==> config.mk <==
export PLATFORM = sky130hd
export DESIGN_NAME = imem_loader
export DESIGN_NICKNAME = d
export VERILOG_FILES = /design/src/rtl/imem_loader_pkg.sv /design/src/rtl/imem_array.sv /design/src/rtl/imem_loader.sv
export SDC_FILE = /design/constraint.sdc
export NUM_CORES = 2
export LEC_CHECK = 0
export BUFFER_PORTS_ARGS = -buffer_cell sky130_fd_sc_hd__buf_2
export CORE_ASPECT_RATIO = 1.2
export CORE_UTILIZATION = 55
export CTS_BUF_LIST = sky130_fd_sc_hd__clkbuf_8
export CTS_CLUSTER_DIAMETER = 80
export DETAILED_ROUTE_END_ITERATION = 8
export MAX_ROUTING_LAYER = met4
export PLACE_DENSITY = 0.75
export SLEW_MARGIN = 20
export SYNTH_ARGS = -nofsm -noshare
export SYNTH_HDL_FRONTEND = slang
export SYNTH_SLANG_ARGS = --single-unit
==> constraint.sdc <==
create_clock -name CLK -period 3.65 [get_ports CLK]
set_input_delay 0.5475 -clock CLK [delete_from_list [all_inputs] [get_ports CLK]]
set_output_delay 0.5475 -clock CLK [all_outputs]
set_load 0.03 [all_outputs]
==> src/rtl/imem_loader_pkg.sv <==
// Shared types and constants for the instruction-memory loader.
// Provides the loader state encoding, instruction width and the NOP word.
package imem_loader_pkg;

    localparam int INSTR_W = 32;

    // Returned for any fetch that does not hit a loaded word.
    localparam logic [INSTR_W-1:0] NOP_DEFAULT = 32'hD503201F;

    typedef enum logic [1:0] {
        ST_LOAD = 2'd0,
        ST_HOLD = 2'd1,
        ST_RUN  = 2'd2
    } ld_state_t;

endpackage

==> src/rtl/imem_array.sv <==
// Instruction storage: DEPTH x W words, one synchronous write port and
// one asynchronous read port. Contents are not reset.
// Ports:
//   CLK   in  clock for the write port
//   we    in  write enable
//   waddr in  write address
//   wdata in  write data
//   raddr in  read address (combinational read)
//   rdata out read data
module imem_array #(
    parameter int DEPTH  = 64,
    parameter int ADDR_W = 6,
    parameter int W      = 32
) (
    input  logic              CLK,
    input  logic              we,
    input  logic [ADDR_W-1:0] waddr,
    input  logic [W-1:0]      wdata,
    input  logic [ADDR_W-1:0] raddr,
    output logic [W-1:0]      rdata
);

    logic [W-1:0] mem [DEPTH];

    always_ff @(posedge CLK) begin
        if (we) begin
            mem[waddr] <= wdata;
        end
    end

    assign rdata = mem[raddr];

endmodule

==> src/rtl/imem_loader.sv <==
// Program loader and instruction memory front-end for the single-cycle core.
// Streams a program into memory, holds the core in reset, then serves fetches.
// Ports:
//   CLK, resetl            clock and async active-low reset
//   load_valid/ready/data  instruction word stream (valid/ready handshake)
//   load_last, startpc_in  end-of-program marker and start PC sampled with it
//   reload                 restart loading (only acted on while running)
//   core_resetl, startpc   reset and start PC driven into the core
//   fetch_pc, instruction  combinational fetch port
//   load_count, overflow   words stored, sticky dropped-word flag
module imem_loader
    import imem_loader_pkg::*;
#(
    parameter int                 DEPTH       = 64,
    parameter int                 ADDR_W      = 6,
    parameter int                 HOLD_CYCLES = 2,
    parameter logic [INSTR_W-1:0] NOP_WORD    = NOP_DEFAULT
) (
    input  logic               CLK,
    input  logic               resetl,
    input  logic               load_valid,
    output logic               load_ready,
    input  logic [INSTR_W-1:0] load_data,
    input  logic               load_last,
    input  logic [63:0]        startpc_in,
    input  logic               reload,
    output logic               core_resetl,
    output logic [63:0]        startpc,
    input  logic [63:0]        fetch_pc,
    output logic [INSTR_W-1:0] instruction,
    output logic [ADDR_W:0]    load_count,
    output logic               overflow
);

    localparam int HC_W = (HOLD_CYCLES > 1) ? $clog2(HOLD_CYCLES) : 1;
    localparam logic [ADDR_W:0]  FULL_CNT  = (ADDR_W+1)'(DEPTH);
    localparam logic [HC_W-1:0]  HOLD_INIT = HC_W'(HOLD_CYCLES - 1);

    ld_state_t          state;
    logic [ADDR_W-1:0]  wr_ptr;
    logic [HC_W-1:0]    hold_cnt;

    logic               accept;
    logic               full;
    logic               wr_en;

    logic [63:0]        word_idx;
    logic               hit;
    logic [INSTR_W-1:0] rd_data;

    assign load_ready = (state == ST_LOAD);
    assign accept     = load_valid && load_ready;
    assign full       = (load_count == FULL_CNT);
    // Once full, words are still accepted (and dropped) so the
    // producer can always reach its last word.
    assign wr_en      = accept && !full;

    always_ff @(posedge CLK or negedge resetl) begin
        if (!resetl) begin
            state       <= ST_LOAD;
            wr_ptr      <= '0;
            load_count  <= '0;
            overflow    <= 1'b0;
            core_resetl <= 1'b0;
            startpc     <= '0;
            hold_cnt    <= '0;
        end else begin
            case (state)
                ST_LOAD: begin
                    if (wr_en) begin
                        wr_ptr     <= wr_ptr + 1'b1;
                        load_count <= load_count + 1'b1;
                    end
                    if (accept && full) begin
                        overflow <= 1'b1;
                    end
                    if (accept && load_last) begin
                        startpc  <= startpc_in;
                        hold_cnt <= HOLD_INIT;
                        state    <= ST_HOLD;
                    end
                end
                ST_HOLD: begin
                    if (hold_cnt == '0) begin
                        state       <= ST_RUN;
                        core_resetl <= 1'b1;
                    end else begin
                        hold_cnt <= hold_cnt - 1'b1;
                    end
                end
                ST_RUN: begin
                    if (reload) begin
                        core_resetl <= 1'b0;
                        wr_ptr      <= '0;
                        load_count  <= '0;
                        overflow    <= 1'b0;
                        state       <= ST_LOAD;
                    end
                end
                default: begin
                    state <= ST_LOAD;
                end
            endcase
        end
    end

    imem_array #(
        .DEPTH  (DEPTH),
        .ADDR_W (ADDR_W),
        .W      (INSTR_W)
    ) u_mem (
        .CLK   (CLK),
        .we    (wr_en),
        .waddr (wr_ptr),
        .wdata (load_data),
        .raddr (fetch_pc[ADDR_W+1:2]),
        .rdata (rd_data)
    );

    // Full-width compare so high PC bits cannot alias onto low words;
    // gating on load_count hides never-written memory.
    assign word_idx    = fetch_pc >> 2;
    assign hit         = (fetch_pc[1:0] == 2'b00) &&
                         (word_idx < 64'(load_count));
    assign instruction = hit ? rd_data : NOP_WORD;

endmodule

# After elaboration in Yosys (flattened, before gate mapping)
# Memories as Yosys holds them, arrays and structs flattened.
# Cells that the tools add are included.
[totals]
n_memories = 1
output_inout_bits = 106
reg_bits = 82
ramBits = 2048
wordCells = 58
[classes]
mux = 21
n_lt_le_gt_ge = 1
eq_ne = 8
add_sub_neg = 3
n_reduce_logical = 17
[mem_list]
columns = ["memory", "words", "word_bits", "rd", "rd_ports_with_merged_regs", "write_ports", "line", "text"]
rows = [
  ["u_mem.mem", 64, 32, 1, 0, 1, "imem_array.sv:23", "logic [W-1:0] mem [DEPTH];"],
]
[ops]
columns = ["operator", "count"]
rows = [
  ["$lt 62x7->1", 1],
  ["$mux 32", 1],
  ["$mux 7", 2],
  ["$pmux 7 s2", 1],
  ["$mux 6", 2],
  ["$pmux 6 s2", 1],
  ["$reduce_and 3->1", 4],
  ["$add 7x1->7 const B", 1],
  ["$eq 7x7->1 const B", 1],
  ["$mux 1", 7],
  ["$add 6x1->6 const B", 1],
  ["$mux 2", 3],
  ["$ne 2x1->1 const B", 3],
  ["$pmux 1 s2", 3],
  ["$pmux 2 s3", 1],
  ["$reduce_bool 2->1", 3],
  ["$logic_and 1x1->1", 5],
  ["$logic_not 2->1", 2],
  ["$ne 2x2->1 const B", 2],
  ["$reduce_and 2->1", 2],
  ["$eq 2x1->1 const B", 1],
  ["$eq 2x2->1 const B", 1],
  ["$logic_not 1->1", 1],
  ["$sub 1x1->1 const B", 1],
]

# Depth between registers and ports, before layout
[depth]
word_depth = 5
depth_mapped = 12
mapped_depth_nobuf = 8

# Hierarchy
# A second synthesis with hierarchy kept.
[hier_totals]
cells_unflattened = 3599
area_unflattened_um2 = 81794.7
[by_module_without_submodules]
columns = ["mod", "cells_per_inst", "area_each_um2", "instances"]
rows = [
  ["imem_array", 3292, 77874.7, 1],
  ["imem_loader", 307, 3920.0, 1],
]

# Least setup slack after synthesis
# OpenSTA, ideal clock, no wires.
[synth_path]
path_type = "register to output"
startpoint = "register load_count[6]"
endpoint = "output instruction[6]"
slack_ps = -469
stages_incl_launch_ff = 9
t_arrival_ps = 3572
n_path_buf = 1
t_required_ps = 3102
cell_sequence = "dfrtp_1 -> inv_1 -> ha_1 -> nor4_1 -> nand4_1 -> or4_1 -> a41o_1 -> clkbuf_1 -> a2111oi_0"
[synth_via]
elab_chain_len = 3
[synth_rtl]
columns = ["item", "line", "text"]
rows = [
  ["start: declaration", "imem_loader.sv:31", "output logic [ADDR_W:0] load_count,"],
  ["start signal: assignment", "imem_loader.sv:72", "load_count <= load_count + 1'b1;"],
  ["$lt 62x7->1", "imem_loader.sv:124", "(word_idx < 64'(load_count));"],
  ["$logic_and 1x1->1", "imem_loader.sv:123", "assign hit = (fetch_pc[1:0] == 2'b00) &&"],
  ["$mux 32", "imem_loader.sv:125", "assign instruction = hit ? rd_data : NOP_WORD;"],
  ["end: declaration", "imem_loader.sv:30", "output logic [INSTR_W-1:0] instruction,"],
]
# Every way passes these cells.

# Worst setup path after layout
[layout_path]
startpoint = "register load_count[1]"
endpoint = "output instruction[6]"
# Same word-level chain as after synthesis.

==> results.md <==
* Ports at between 200 and 300
* DR iter-0 viols at ~6,900
* DR WL/cell at 34.3 µm
* Detailed-route DRC error count at 20
* Worst EP arrival at 3.62 ns
* Vias in the first global route at 45,600
* Drt pass-1 iters at 8
* GP Congestion at 0.916
* Clock-pin slew on the worst setup and hold paths at 0.07 ns
* Pleak at 32.2 nW
* Dpl hpwl at 139 mm
* Critical path endpoint category: output pin
* Synthesized area at about 82,000 µm²
* Initial antenna violation count at 9
* Tot Pwr at 51.7 mW
* Share of layout cells above drive strength 1 at 34.6%
* Sink Count at 2,130
* Hold_ws at approximately 0.096 ns
* Final period utilization at 114%
* Worst-margin pin slew at 1.21 ns
* FFs w/ async S/R, synth at under 10%
* Nets at between 4,000 and 5,000
* Rel. slew slack at 19.3%
* WS Path Type: reg -> out
* Initial Utilization at 55.4%
* Cells after Synth at approximately 3,800
* Overflow after GRT at 0
* All-layer global routing usage at 32.2%
* Buffers on Ports at 270
* Critical path required time at 3.10 ns
* Status: finished with violations
* Via density at 6.64
* Synth Net Count at 3,990
* Clock Tree Buf Depth at 4
* Fillers at 9,238
* Post-synth top area share at 74.6%
* Final setup violation count at 32
* Core Region at 149,000 µm²
* Pwr/cell area at 534 nW/µm²
* Antenna Violating Nets Remaining at 0
* CTS H-tree depth at 5
* Ys flop type: edfxtp_1
* Worst setup SP type: register
* Syn avg cell area at 21.6 µm²
* Pin count of the biggest net entering global routing at 83
* Fin area at 96,700 µm²
* Seq/Total Area, Yosys at 77.1%
* Area growth syn-to-layout at 17.3%
* Die Height at 426 µm
* #FFs+latches synth at 2,130
* Post-synth top area cell: edfxtp_1
* First-pass GRT wire length at 329 mm
* Clock Skews at ~0.060 ns
* CP max FO at 8
* FP Rows at ~160
* Worst VDD drop at 570 µV
* Post-synth EDFFs at 2,048
* CTS tree: done
* Setup ws final at -0.516 ns
* Fin. Hold Viols at 0
* Die X at 355 µm
* Placed Area at 89,500 µm²
* Worst Hold Class: in -> reg
* Total Wirelength at 236 mm
* CTS Buf Count at 321
* Fmax achieved at between 200 and 250 MHz
* Vias after detailed routing at approximately 46,000
* Die Area at 151,000 µm²
* RSZ-0062 raised after global routing: true
* Yosys warning count at 0
* Worst-skew pair later-pin latency at 1.01 ns
* Setup WS pre-CTS at -0.571 ns
* Max_cap viols at 0
* Failing checks: design-rule violations, negative setup slack
* Clock Tree Root: clkbuf_8
* Pins Over Slew Limit at 0
* Unique masters post-synth at 67
* Final min period at approximately 4.2 ns
* Top post-synthesis cells by area: edfxtp_1 75%, mux4_2 12%, dfrtp_1 2.5%
==> per-stage QoR <==
stage / utilization [%] / instances / setup TNS, ns
6_report: 65.0 / 6866 / -11.26
3_3_place_gp: 60.2 / 6228 / -4.78
5_1_grt: 65.0 / 6865 / -16.04
4_1_cts: 64.8 / 6848 / -18.54
3_5_place_dp: 60.2 / 6228 / -3.83
2_1_floorplan: - / 3816 / -28.58
==> where the power goes <==
part	internal [mW]	switching (mW)	total [mW]
clock	8.98	8.83	17.8
sequential	27.7	0.423	28.1
combinational	2.07	3.66	5.74
==> sequential cells by signal, summed over array words and instances (netlist names) <==
| name | count |
|---|---|
| u_mem.mem | 2048 |
| startpc | 64 |
| load_count | 7 |
| wr_ptr | 6 |
| state | 2 |
| core_resetl | 1 |
| hold_cnt | 1 |
| overflow | 1 |
==> timing repair <==
item                                    in CTS  in global routing
hold endpoints to repair                   150                 16
pin swaps                                   20                 14
endpoints found under the setup margin      32                 32
gates resized for setup                    126                 25
hold buffers                                67                  1
setup buffers                                5                  5
==> critical path, stage by stage (launching register included) <==
cell	delay, ns
dfrtp_1	0.40
inv_1	0.11
ha_1	0.25
a211oi_2	0.20
o21ai_1	0.12
buf_4	0.16
a41o_4	0.34
buf_12	0.17
buf_12	0.14
buf_12	0.15
a2111oi_4	0.36
buf_4	0.23
==> layout by cell type, fill, tap and decap left out, drive strengths merged, types with 20 or more instances in the layout <==
cell         count
o22ai           20
clkbuf         326
o21ai           45
mux4           460
buf            669
mux2i          186
a221oi          40
mux2            77
nor2           138
nand3           34
a21oi           68
a22oi           52
dfrtp           82
edfxtp        2048
clkinv         115
dlygate4sd3     68
nand2          109
inv            106
==> kinds of logic after synthesis <==
logic type	share of synthesized area [%]
AOI/OAI and AO/OA	2.82
muxes	15.9
and+or+nand+nor	2.18
DFF	77.1
xor gates and xnor gates	0.0850
buffers and inverters	1.74
adders and majority gates	0.137
==> layout make-up <==
class / instances / area (µm²) / share of cell area, %
clock buffer: 326 / 4490 / 4.64
antenna: 12 / 30.0 / 0.0311
tap: 1962 / 2450 / 2.54
multi-input combinational: 1463 / 18400 / 19.0
clock inverter: 222 / 1170 / 1.21
sequential: 2130 / 63600 / 65.7
inverter: 14 / 56.3 / 0.0582
timing repair buffer: 737 / 6570 / 6.79
==> cells in the mapped netlist, types with 39 or more instances <==
cell / count
a21oi_1: 68
a221oi_1: 39
a22oi_1: 52
buf_2: 67
clkbuf_1: 72
dfrtp_1: 82
edfxtp_1: 2048
mux2_2: 77
mux2i_1: 186
mux4_2: 449
nand2_1: 109
nor2_1: 138
o21ai_0: 45
==> layer usage <==
layer / GRT usage [%] / part of all wire, % / vias up
met5: - / 0 / -
met4: 15.3 / 5.1 / 0
met3: 7.17 / 13 / 677
met2: 49.9 / 48 / 3800
met1: 40.9 / 34 / 23300
li1: - / - / 17800
==> final timing paths <==
path,startpoint,end,slack (ns),cells past startpoint
max,load_count[1],instruction[6],-0.52,11
min,load_data[27],u_mem.mem[46][27],0.1,1
min in group asynchronous,resetl,startpc[40],0.21,2
max in group asynchronous,resetl,load_count[2],2.89,2
max reg2reg,state[0],u_mem.mem[6][30],0.75,7
min reg2reg,startpc[3],startpc[3],0.50,1
Power figures use the tool's default switching activity.
